$ cat config.mk
export PLATFORM = sky130hd
export DESIGN_NAME = mux_scan_ctrl
export DESIGN_NICKNAME = d
export VERILOG_FILES = /design/src/rtl/mux_scan_ctrl.sv
export SDC_FILE = /design/constraint.sdc
export NUM_CORES = 1
export LEC_CHECK = 0
export ABC_AREA = 0
export CAP_MARGIN = 20
export CORE_ASPECT_RATIO = 1.1
export CORE_MARGIN = 8
export CORE_UTILIZATION = 40
export CTS_BUF_LIST = sky130_fd_sc_hd__clkbuf_4
export CTS_CLUSTER_DIAMETER = 30
export DETAILED_ROUTE_END_ITERATION = 8
export GPL_ROUTABILITY_DRIVEN = 0
export PLACE_DENSITY = 0.68
export RECOVER_POWER = 50
export SYNTH_ARGS = -nofsm -noshare
export SYNTH_HDL_FRONTEND = slang
export SYNTH_SLANG_ARGS = --single-unit
$ cat constraint.sdc
create_clock -name clk -period 1.7 [get_ports clk]
set_input_delay 0.34 -clock clk [delete_from_list [all_inputs] [get_ports clk]]
set_output_delay 0.34 -clock clk [all_outputs]
set_load 0.03 [all_outputs]
$ cat src/rtl/mux_scan_ctrl.sv
// Scan controller for mux_4x1: steps the select through enabled channels, samples after a settle time, emits a 4-bit frame.
// Optional MUX_SCAN_CHANGE_DET_EN adds a frame_changed pulse alongside frame_valid.
module mux_scan_ctrl #(
  parameter int unsigned SETTLE_CYCLES = 1
) (
  input  logic       clk,
  input  logic       rst,
  input  logic       start,
  input  logic       cont,
  input  logic [3:0] ch_mask,
  input  logic       mux_in,
  output logic [1:0] sel,
  output logic       busy,
  output logic [3:0] frame,
  output logic       frame_valid,
`ifdef MUX_SCAN_CHANGE_DET_EN
  output logic       frame_changed,
`endif
  output logic [7:0] frame_cnt
);

  localparam int unsigned CNT_W  = 4;
  localparam int unsigned CH_N   = 4;
  localparam int unsigned FCNT_W = 8;
  localparam logic [CNT_W-1:0] CNT_LOAD = CNT_W'(SETTLE_CYCLES - 1);

  typedef enum logic [1:0] {
    IDLE   = 2'd0,
    SETTLE = 2'd1,
    SAMPLE = 2'd2,
    DONE   = 2'd3
  } state_t;

  state_t            state;
  logic [CNT_W-1:0]  cnt;
  logic [CH_N-1:0]   shadow;
  logic [CH_N-1:0]   mask_q;
  logic [2:0]        next_sel;
  logic [CH_N-1:0]   new_frame;

  // Lowest set bit of the mask; callers guarantee a non-zero mask.
  function automatic logic [1:0] lowest_ch(input logic [CH_N-1:0] m);
    lowest_ch = 2'd0;
    for (int i = CH_N - 1; i >= 0; i--) begin
      if (m[i]) lowest_ch = 2'(i);
    end
  endfunction

  // {found, index} of the next enabled channel strictly above cur.
  function automatic logic [2:0] next_ch(input logic [CH_N-1:0] m, input logic [1:0] cur);
    next_ch = 3'b000;
    for (int i = CH_N - 1; i >= 0; i--) begin
      if (m[i] && (2'(i) > cur)) next_ch = {1'b1, 2'(i)};
    end
  endfunction

  assign next_sel  = next_ch(mask_q, sel);
  assign new_frame = shadow & mask_q;

  always_ff @(posedge clk) begin
    if (rst) begin
      state         <= IDLE;
      sel           <= 2'd0;
      busy          <= 1'b0;
      frame         <= '0;
      frame_valid   <= 1'b0;
      frame_cnt     <= '0;
      shadow        <= '0;
      mask_q        <= '0;
      cnt           <= '0;
`ifdef MUX_SCAN_CHANGE_DET_EN
      frame_changed <= 1'b0;
`endif
    end else begin
      frame_valid   <= 1'b0;
`ifdef MUX_SCAN_CHANGE_DET_EN
      frame_changed <= 1'b0;
`endif
      case (state)
        IDLE: begin
          sel  <= 2'd0;
          busy <= 1'b0;
          if (start && (ch_mask != '0)) begin
            mask_q <= ch_mask;
            shadow <= '0;
            sel    <= lowest_ch(ch_mask);
            cnt    <= CNT_LOAD;
            busy   <= 1'b1;
            state  <= SETTLE;
          end
        end

        SETTLE: begin
          if (cnt == '0) state <= SAMPLE;
          else           cnt   <= cnt - 1'b1;
        end

        SAMPLE: begin
          shadow[sel] <= mux_in;
          if (next_sel[2]) begin
            sel   <= next_sel[1:0];
            cnt   <= CNT_LOAD;
            state <= SETTLE;
          end else begin
            state <= DONE;
          end
        end

        DONE: begin
          frame       <= new_frame;
          frame_valid <= 1'b1;
          frame_cnt   <= frame_cnt + FCNT_W'(1);
`ifdef MUX_SCAN_CHANGE_DET_EN
          frame_changed <= (new_frame != frame);
`endif
          // Continuous mode re-arms from the live mask without passing through IDLE.
          if (cont && (ch_mask != '0)) begin
            mask_q <= ch_mask;
            shadow <= '0;
            sel    <= lowest_ch(ch_mask);
            cnt    <= CNT_LOAD;
            state  <= SETTLE;
          end else begin
            sel   <= 2'd0;
            busy  <= 1'b0;
            state <= IDLE;
          end
        end
      endcase
    end
  end

endmodule

-- Word-level counts from Yosys, hierarchy flattened
Cells that the tools add are included.
- eq/ne operators: 9
- order comparisons: 6
- reductions and logical operators: 18
- multiplexer cells: 33
- bitwise operators: 1
- div/mod/pow operators: 0
- add/sub/neg operators: 2
- $mul: 0
- shift-type cells: 0
- operators by type and width (operator ; count):
    4-bit 2-to-1 mux ; 6
    2-bit 2-to-1 mux ; 10
    4-bit case mux with 4 select lines ; 1
    3-bit 2-to-1 mux ; 4
    2-bit != test (second input constant) ; 6
    4-bit case mux with 3 select lines ; 1
    8-bit by 1-bit adder with 8-bit output (second input constant) ; 1
    2-bit case mux with 4 select lines ; 1
    4-bit case mux with 2 select lines ; 1
    1-bit logical AND ; 7
    2-bit case mux with 3 select lines ; 1
    2-bit AND reduction ; 3
    3-bit AND reduction ; 2
    1-bit 2-to-1 mux ; 5
    4-bit bitwise AND ; 1
    4-bit bitwise mux ; 1
    2-bit equality test (second input constant) ; 2
    1-bit by 2-bit greater-than comparator with 1-bit output (first input constant) ; 2
    2-bit greater-than comparator (first input constant) ; 2
    4-bit zero test ; 1
    4-bit AND reduction ; 1
    4-bit nonzero test ; 1
    4-bit by 1-bit subtractor with 4-bit output (second input constant) ; 1
    2-bit by 3-bit < comparator with 1-bit output (second input constant) ; 1
    other kinds (7) ; 7
- bits in latches: 0
- word-level logic and storage cells: 78
- memory bits (writable): 0
- input bits: 9
- ROM bits: 0
- flip-flop bits (word level): 30
- output and inout port bits: 16
- memories: 0

-- Longest topological paths before layout
Gate-level depths: netlist of run 1.
- depth in word-level cells: 8
- depth in mapped cells: 7
- gate-level depth less buffers: 7

-- Least setup slack after synthesis of run 1
Ideal clock, no wire load.
- kind: register to register
- start point: register sel[0]
- end point: register cnt[0]
- setup slack: -0.031 ns
- library setup time: 0.128 ns
- buffers on the path: 1
- cell stages (with the launch flop): 7
- arrival time: 1.604 ns
- cell sequence: dfxtp_1 -> clkbuf_1 -> nand2_1 -> a21oi_1 -> a211o_1 -> mux2i_1 -> nor2_1
- word-level cells in the longest chain between the ends: 8
- elaborated cells between the ends (all ways): 14
- classes of those cells: 4 x order compare; 1 x eq/ne; 4 x mux; 5 x reduce/logical
- ends and longest elaborated chain (what ; line ; RTL):
    start: declaration ; 12 ; output logic [1:0] sel,
    start signal: assignment ; 86 ; sel <= lowest_ch(ch_mask);
    start signal: assignment ; 101 ; sel <= next_sel[1:0];
    start signal: assignment ; 120 ; sel <= lowest_ch(ch_mask);
    2-bit greater-than comparator ; 53 ; if (m[i] && (2'(i) > cur)) next_ch = {1'b1, 2'(i)};
    1-bit logical AND ; 53 ;
    3-bit 2-to-1 mux (3 in a row) ; 53 ;
    3-bit 2-to-1 mux (*) ; 53 ;
    2-bit != test (no line) (*) ; -- ;
    4-bit AND reduction (no line) (*) ; -- ;
    end signal: assignment ; 95 ; else cnt <= cnt - 1'b1;
    end: declaration ; 35 ; logic [CNT_W-1:0] cnt;
Mark *: on every way between the ends. The rest lies on a longest branch, timed or not.
A chain may end at the register's enable or synchronous reset.

-- Worst setup path after layout of run 1
- start point: input ch_mask[2]
- end point: register mask_q[3]
- word-level cells in the longest chain between the ends: 4
- elaborated cells between the ends (all ways): 6
- classes of those cells: 2 x eq/ne; 4 x reduce/logical
- ends and longest elaborated chain (what ; line ; RTL):
    start: declaration ; 10 ; input logic [3:0] ch_mask,
    4-bit nonzero test (*) ; 83, 117 ;
    1-bit logical AND, on equally long branches ; 117, 83 ;
    2-bit != test (no line) ; -- ;
    3-bit AND reduction (no line) (*) ; -- ;
    end signal: assignment ; 84 ; mask_q <= ch_mask;
    end signal: assignment ; 118 ; mask_q <= ch_mask;
    end: declaration ; 37 ; logic [CH_N-1:0] mask_q;
Marks and branches as above.

==> impl_metrics.toml, run 1 <==
[global_route]
grt_max_degree = 30
first_global_vias = 1495
use_met2 = 0.244
overflow = 0
grt_busiest_layer = "met2"
antenna_found_initial = 0
grt.total_usage = 0.147
grt_pass1_wl_um = 6810
grt_use_met1 = 0.167
met3_usage = 0.0477

[sta]
relSlewSlack = 0.757
finalSetupViolCount = 0
tightestPinTransition_ns = 0.362
clock.fmax_mhz = 592
finClkSkew_ns = 0.00408
whs_ns = 0.472
drv_slew = 0
final.min_clock_period_ns = 1.69
hold_viol_final = 0
finalCritPeriodShare = 0.994
tns_ns = 0
rsz0062_at_grt = "yes"

[cells_and_area]
nNetsFinal = 247
diodes = 0
drive_gt1_frac = 0.294
area_delta_synth_final_pct = 48.7
nFillCells = 325
stdcell_count = 281
stdcell_area_mm2 = 0.00222

[synthesis]
ys_ff_latch = 30
synth_area_mm2 = 0.00149
synth_edf_count = 0
synthCells = 174
ys.flop_type = "dfxtp_1"
async_flop_share = 0
seq_area_frac_synth = 0.403
yosysWarnings = 0
syn_avg_cell_area_um2 = 8.57
synth_fp_nets = 191
ys_types = 39

[routing]
viasPerCell = 5.25
num_vias = 1474
drtIter0Drc = 106
ant_nets = 0
drc = 0
first_pass_iters = 4
wl_per_cell_um = 14.8
wirelength_um = 4150

[floorplanning]
rows = 23
die_h_um = 80.0
io-pin-count = 25
die-width_um = 74.2
die_area_mm2 = 0.00594
start_util = 0.415
coreArea_mm2 = 0.00360

[clock_network]
clk_path_buf_depth = 2
numCtsBuffers = 5
root_buffer = "clkbuf_4"
htreeDepth = 2
cts_sinks = 30
cts_tree = "yes"
insertion_delay_ns = 0.33
hold_buffers = 0
path_clk_slew_ns = 0.09

[critical_path]
end_kind = "flip-flop"
worstPathRequired_ns = 1.93
arrival_ns = 1.92
start_kind = "primary input"
crit_fanout = 4
critical_path_class = "in2reg"

[power]
total_power_mw = 3.23
leakagePower_nw = 0.984
ir_drop_uv = 652
power.density_mw_per_mm2 = 1460

[place]
portBuffers = 24
dp_cells = 264
postPlaceCellArea_mm2 = 0.00196
place_hpwl_um = 2910

[run_status]
status = "completed"

[run]
maxCapViolCount = 0

[worst_hold_path]
hold_class = "reg2reg"
==> what timing repair did <==
| action | in CTS | in global routing |
|---|---|---|
| gates resized for setup | 34 | 23 |
| buffers inserted | 3 | 6 |
| pin swaps | 5 | 10 |
| endpoints found under the setup margin | 27 | 16 |
==> power breakdown <==
| part | total (mW) | internal, mW | leakage (nW) | switching, mW |
|---|---|---|---|---|
| Clock | 0.415 | 0.171 | 0.0331 | 0.244 |
| Combinational | 1.85 | 0.928 | 0.705 | 0.920 |
| Sequential | 0.971 | 0.838 | 0.246 | 0.132 |
| Total | 3.23 | 1.94 | 0.984 | 1.30 |
==> path summary, 6_finish.rpt <==
path	start	to	slack (ns)	depth (start not counted)
worst max-delay path	ch_mask[2]	mask_q[3]	0.01	8
worst min-delay path	frame[3]	frame[3]	0.47	2
worst max register to register	state[0]	busy	0.02	4
worst min register to register	frame[3]	frame[3]	0.47	2
==> metrics by stage <==
step	util	worst slack (ns)
after floorplan	-	-0.00414
after global placement	0.545	-0.450
after detailed placement	0.545	-0.530
after CTS	0.581	0.00139
after global routing	0.616	-0.0653
final	0.616	0.0101
==> cell type report <==
class                   instances  area, µm²  share of cell area
clock buffers                   6       45.0              0.0203
clock inverters                 2       8.76             0.00395
inverters                      10       37.5              0.0169
multi-input cells             127        978               0.441
flip-flops and latches         30        607               0.274
well taps                      50       62.6              0.0282
repair buffers                 56        478               0.216
==> cell usage in the layout, fill, tap and decap left out, drive strengths merged, types with 2 or more instances in the layout <==
cell / instances
dlymetal6s2s: 2
nand4: 3
xor2: 4
clkdlybuf4s50: 3
dlygate4sd2: 19
clkinv: 2
clkbuf: 6
nor2b: 3
inv: 10
and3: 2
nand2b: 4
o21ai: 9
nor2: 23
nand2: 12
buf: 32
or3: 5
nand3: 4
o41ai: 2
nor3b: 2
dfxtp: 30
ha: 8
xnor2: 2
nor3: 2
a21oi: 15
mux2i: 8
a32oi: 4
==> per-layer routing <==
layer,routed length (µm),vias to the layer above
li1,-,730
met1,1790,711
met2,2110,27
met3,186,6
met4,65,0
met5,0,-
==> worst max-delay path, stage by stage <==
cell and delay (ns):
dlygate4sd2_1 0.32, o41ai_4 0.47, a22o_1 0.24, buf_4 0.13, nor2_1 0.03, buf_4 0.15, mux2i_1 0.18, nor2_1 0.06
==> synth_stat cells, types with 2 or more instances <==
library cell,number,share of area
nor3b_1,2,0.010
xor2_1,4,0.023
nand4_1,3,0.013
mux2i_1,8,0.054
nand3_1,4,0.013
ha_1,8,0.067
nor2_1,23,0.058
xnor2_1,2,0.012
or3_1,5,0.021
dfxtp_1,30,0.40
nand2b_1,4,0.017
nor3_1,2,0.0067
and3_1,2,0.0084
a21oi_1,15,0.050
o21ai_0,8,0.027
a32oi_1,4,0.023
nand2_1,12,0.030
nor2b_1,3,0.013
clkbuf_1,6,0.015
inv_1,10,0.025
==> state kept, by name, indices dropped and copies added, names as in the netlist <==
register     count
frame            4
mask_q           4
shadow           4
busy             1
sel              2
state            2
cnt              4
frame_cnt        8
frame_valid      1
==> cell families after synthesis <==
group           after synthesis  share of synthesized area
buf+inv                      17                     0.0428
fa+ha+maj                     8                     0.0671
xor+xnor                      6                     0.0352
flops                        30                      0.403
compound gates               41                      0.188
mux                           8                     0.0537
simple gates                 64                      0.211
Power figures use the tool's default switching activity.
==> run 2, diff against run 1 <==
--- a/config.mk
+++ b/config.mk
@@ -16,6 +16,7 @@
 export GPL_ROUTABILITY_DRIVEN = 0
 export PLACE_DENSITY = 0.68
 export RECOVER_POWER = 50
+export SKIP_LAST_GASP = 1
 export SYNTH_ARGS = -nofsm -noshare
 export SYNTH_HDL_FRONTEND = slang
 export SYNTH_SLANG_ARGS = --single-unit
==> run 2 against run 1 <==
The run now ends with negative setup slack left. Flip-flop and latch count unchanged. Clock skew hardly changed. Worst hold slack improved by 0.00072 ns. Final cell count stayed put. Setup slack got worse by 0.025 ns. Final area barely moved. First-iteration DRC count is 41% higher. Largest cell class unchanged. Highest routed layer unchanged.
==> impl_metrics.toml, run 2 (same netlist as run 1, synthesis figures left out) <==
[worst_hold_path]
hold_class = "reg2reg"

[cells_and_area]
largest-register = "frame_cnt"
stdcell_count = 281
diodes = 0
nFillCells = 324
nNetsFinal = 247
final_cell_mix = "buf_4 (28), dfxtp_1 (25), nor2_1 (22)"
largest_reg_flops = 8
stdcell_area_mm2 = 0.00222
final_common_cell = "buf_4"
area_delta_synth_final_pct = 48.6
drive_gt1_frac = 0.294
final_util = 0.616

[critical_path]
slowest_delay_ns = 0.38
start_kind = "flip-flop"
crit_fanout = 4
crit_path_end = "cnt[3]"
rr_endpoint = "cnt[3]"
critical_path_class = "reg2reg"
reg2regPathDepth = 6
path_cells = "inv_4 -> ha_4 -> a22o_1 -> a211o_1 -> or3_1 -> a21oi_1"
r2r_slack_ns = -0.01
cp-startpoint = "state[1]"
end_kind = "flip-flop"
worstPathRequired_ns = 1.97
cp_slowest_cell = "dfxtp_4"
r2r_start = "state[1]"
arrival_ns = 1.98

[place]
postPlaceCellArea_mm2 = 0.00196
dp_cells = 264
portBuffers = 24
place_hpwl_um = 2910

[routing]
viasPerCell = 5.27
ant_nets = 0
drc = 0
wl_per_cell_um = 15.0
first_pass_iters = 4
drtIter0Drc = 149
num_vias = 1480
wirelength_um = 4200

[floorplanning]
die-width_um = 74.2
io-pin-count = 25
coreArea_mm2 = 0.00360
die_h_um = 80.0
rows = 23
die_area_mm2 = 0.00594
start_util = 0.415

[sta]
tns_ns = -0.0147
tightestPinTransition_ns = 0.370
final.min_clock_period_ns = 1.71
fin_ws_ns = -0.0147
clock.fmax_mhz = 583
finClkSkew_ns = 0.00431
rsz0062_at_grt = "yes"
relSlewSlack = 0.751
finalSetupViolCount = 1
drv_slew = 0
hold_viol_final = 0
finalCritPeriodShare = 1.01

[clock_network]
hold_buffers = 0
cts_sinks = 30
root_buffer = "clkbuf_4"
htreeDepth = 2
clk_path_buf_depth = 2
insertion_delay_ns = 0.33
cts_tree = "yes"
numCtsBuffers = 5
path_clk_slew_ns = 0.09

[run_status]
status = "finished, violations left"
violations = "negative setup slack"

[global_route]
first_global_vias = 1494
overflow = 0
grt_pass1_wl_um = 6800
antenna_found_initial = 0
grt_max_degree = 30
grt.total_usage = 0.147

[power]
ir_drop_uv = 656
power.density_mw_per_mm2 = 1480
leakagePower_nw = 0.941
total_power_mw = 3.29

[run]
maxCapViolCount = 0
## run 2: worst min-delay path by stage
stage	to	cells past startpoint	from	slack, ns
floorplan	cnt[1]	2	cnt[1]	0.44
global route	frame[0]	2	frame[0]	0.51
global placement	frame[1]	2	frame[1]	0.46
finish	frame[3]	2	frame[3]	0.47
detailed placement	frame[3]	2	frame[3]	0.46
CTS	frame[3]	2	frame[3]	0.48
## run 2: critical path, delay by kind of cell, from the launching register on
family                   cells  cell delay (ns)
flip-flops                   1             0.38
AND/OR/NAND/NOR              1             0.37
adder cells (fa/ha/maj)      1             0.17
buffers and inverters        1             0.05
AO/OA/AOI/OAI                3             0.68
## run 2: where the power goes
part | leakage (nW) | total (mW) | switching, mW | internal (mW)
logic | 0.661 | 1.88 | 0.933 | 0.952
registers | 0.246 | 0.989 | 0.143 | 0.846
clock network | 0.0331 | 0.414 | 0.243 | 0.171
## run 2: cell type report
class                   count  area [µm²]  share of cell area
flip-flops and latches     30         612               0.276
multi-input cells         127         985               0.444
repair buffers             56         460               0.208
clock inverters             2        8.76             0.00395
inverters                  10        42.5              0.0192
clock buffers               6        45.0              0.0203
well taps                  50        62.6              0.0282
## run 2: metal layers
metal / wire length [µm] / GRT usage / share of wire
met5: 0 / 0 / 0
met4: 78 / 0.0647 / 0.019
met3: 185 / 0.0477 / 0.044
met2: 2130 / 0.244 / 0.51
met1: 1810 / 0.167 / 0.43
## run 2: per-stage QoR
| step | hold WS [ns] | worst slack (ns) |
|---|---|---|
| 2_1_floorplan | 0.441 | -0.00414 |
| 3_3_place_gp | 0.456 | -0.450 |
| 3_5_place_dp | 0.459 | -0.530 |
| 4_1_cts | 0.479 | -0.0431 |
| 5_1_grt | 0.509 | -0.0733 |
| 6_report | 0.473 | -0.0147 |
## run 2: repair_timing
item	in CTS	in global routing
pin swaps	5	12
resized for setup	33	29
setup buffers	3	6
endpoints found under the setup margin	27	16
==> run 3, diff against run 2 <==
--- a/config.mk
+++ b/config.mk
@@ -16,6 +16,7 @@
 export GPL_ROUTABILITY_DRIVEN = 0
 export PLACE_DENSITY = 0.68
 export RECOVER_POWER = 50
+export SETUP_SLACK_MARGIN = 0.2
 export SKIP_LAST_GASP = 1
 export SYNTH_ARGS = -nofsm -noshare
 export SYNTH_HDL_FRONTEND = slang
==> run 3 against run 2 <==
The flow still finishes with violations (negative setup slack). Critical path depth unchanged. Power up 2.4%. Combinational power up 3%. Count of clock-buffer cells in the layout unchanged. Core utilization up 1.6 points. Critical path type unchanged. Critical endpoint is now cnt[1]. Largest cell class unchanged. Largest power group unchanged.
==> impl_metrics.toml, run 3 (same netlist as run 1, synthesis figures left out) <==
[routing]
viasPerCell = 5.25
num_vias = 1476
wl_per_cell_um = 14.9
first_pass_iters = 4
wirelength_um = 4200
drc = 0
drtIter0Drc = 52
ant_nets = 0

[cells_and_area]
stdcell_area_mm2 = 0.00227
largest_reg_flops = 8
nFillCells = 310
stdcell_count = 281
area_delta_synth_final_pct = 52.3
layout.area.seq_um2 = 613
drive_gt1_frac = 0.368
final_common_cell = "buf_4"
diodes = 0
multi_input_area_mm2 = 0.00102
largest-register = "frame_cnt"
final_util = 0.632
nNetsFinal = 247
final_cell_mix = "buf_4 (27), dfxtp_1 (24), nor2_1 (21)"

[global_route]
grt_pass1_wl_um = 6780
grt.total_usage = 0.146
first_global_vias = 1483
overflow = 0
grt_max_degree = 30
antenna_found_initial = 0

[run_status]
violations = "negative setup slack"
status = "finished, violations left"

[clock_network]
path_clk_slew_ns = 0.09
clk_path_buf_depth = 2
cts_sinks = 30
cts_tree = "yes"
root_buffer = "clkbuf_4"
insertion_delay_ns = 0.33
hold_buffers = 0
htreeDepth = 2
numCtsBuffers = 5

[power]
ir_drop_uv = 561
total_power_mw = 3.37
leakagePower_nw = 0.937
power.density_mw_per_mm2 = 1480

[place]
place_hpwl_um = 2710
dp_slack_ns = -0.467
dp_cells = 254
postPlaceCellArea_mm2 = 0.00193
portBuffers = 24

[floorplanning]
die_h_um = 80.0
io-pin-count = 25
die_area_mm2 = 0.00594
rows = 23
die-width_um = 74.2
start_util = 0.415
coreArea_mm2 = 0.00360

[critical_path]
critical_path_class = "reg2reg"
worstPathRequired_ns = 1.96
crit_fanout = 5
r2r_slack_ns = -0.01
start_kind = "flip-flop"
end_kind = "flip-flop"
reg2regPathDepth = 6
arrival_ns = 1.97

[sta]
relSlewSlack = 0.670
finClkSkew_ns = 0.00576
clock.fmax_mhz = 583
fin_ws_ns = -0.0149
finalSetupViolCount = 1
tns_ns = -0.0149
finalCritPeriodShare = 1.01
tightestPinTransition_ns = 0.490
whs_ns = 0.471
final.min_clock_period_ns = 1.71
drv_slew = 0
hold_viol_final = 0
rsz0062_at_grt = "yes"

[worst_hold_path]
worstHoldPathCells = 2
hold_class = "reg2reg"

[run]
maxCapViolCount = 0
[run 3: cell types whose count changed in the layout (fill, tap and decap cells not counted), moves of 2 or more]
cell / change
clkdlybuf4s15_1: +3
dlygate4sd2_1: -8
a21oi_1: -3
clkdlybuf4s15_2: +3
nand2_1: -2
nand2_2: +2
ha_4: -2
a21oi_2: +2
clkbuf_1: -3
clkbuf_2: +4
buf_6: +2
[run 3: critical path, cell delays in order, from the launching register on]
cell	delay [ns]
dfxtp_4	0.39
inv_4	0.05
ha_4	0.16
a22o_4	0.26
a211o_1	0.32
or3_1	0.34
a21oi_2	0.13
[run 3: final timing paths]
| check | start | to |
|---|---|---|
| setup reg to reg | state[0] | cnt[1] |
| setup / recovery | state[0] | cnt[1] |
| hold reg to reg | frame[2] | frame[2] |
| hold / removal | frame[2] | frame[2] |
[run 3: cell type report]
type,count,area share
Clock buffer,6,0.0198
Clock inverter,2,0.00385
Inverter,10,0.0187
Multi-Input combinational cell,127,0.449
Sequential cell,30,0.270
Tap cell,50,0.0275
Timing Repair Buffer,56,0.211
[run 3: per-layer routing]
layer,vias up,share of wire,GRT usage
met5,-,0,0
met4,0,0.026,0.0588
met3,10,0.064,0.0565
met2,40,0.50,0.252
met1,693,0.41,0.155
li1,733,-,-
[run 3: where the power goes]
group	switching, mW	internal [mW]	leakage (nW)	total, mW
Combinational	0.935	1.00	0.657	1.94
Clock	0.245	0.171	0.0331	0.416
Sequential	0.161	0.847	0.247	1.01
Total	1.34	2.02	0.937	3.37
[run 3: repair_timing]
item / in CTS / in global routing
endpoints found under the setup margin: 35 / 26
buffers inserted: 13 / 6
gates cloned: 0 / 0
resized for setup: 48 / 28
pin swaps: 9 / 17
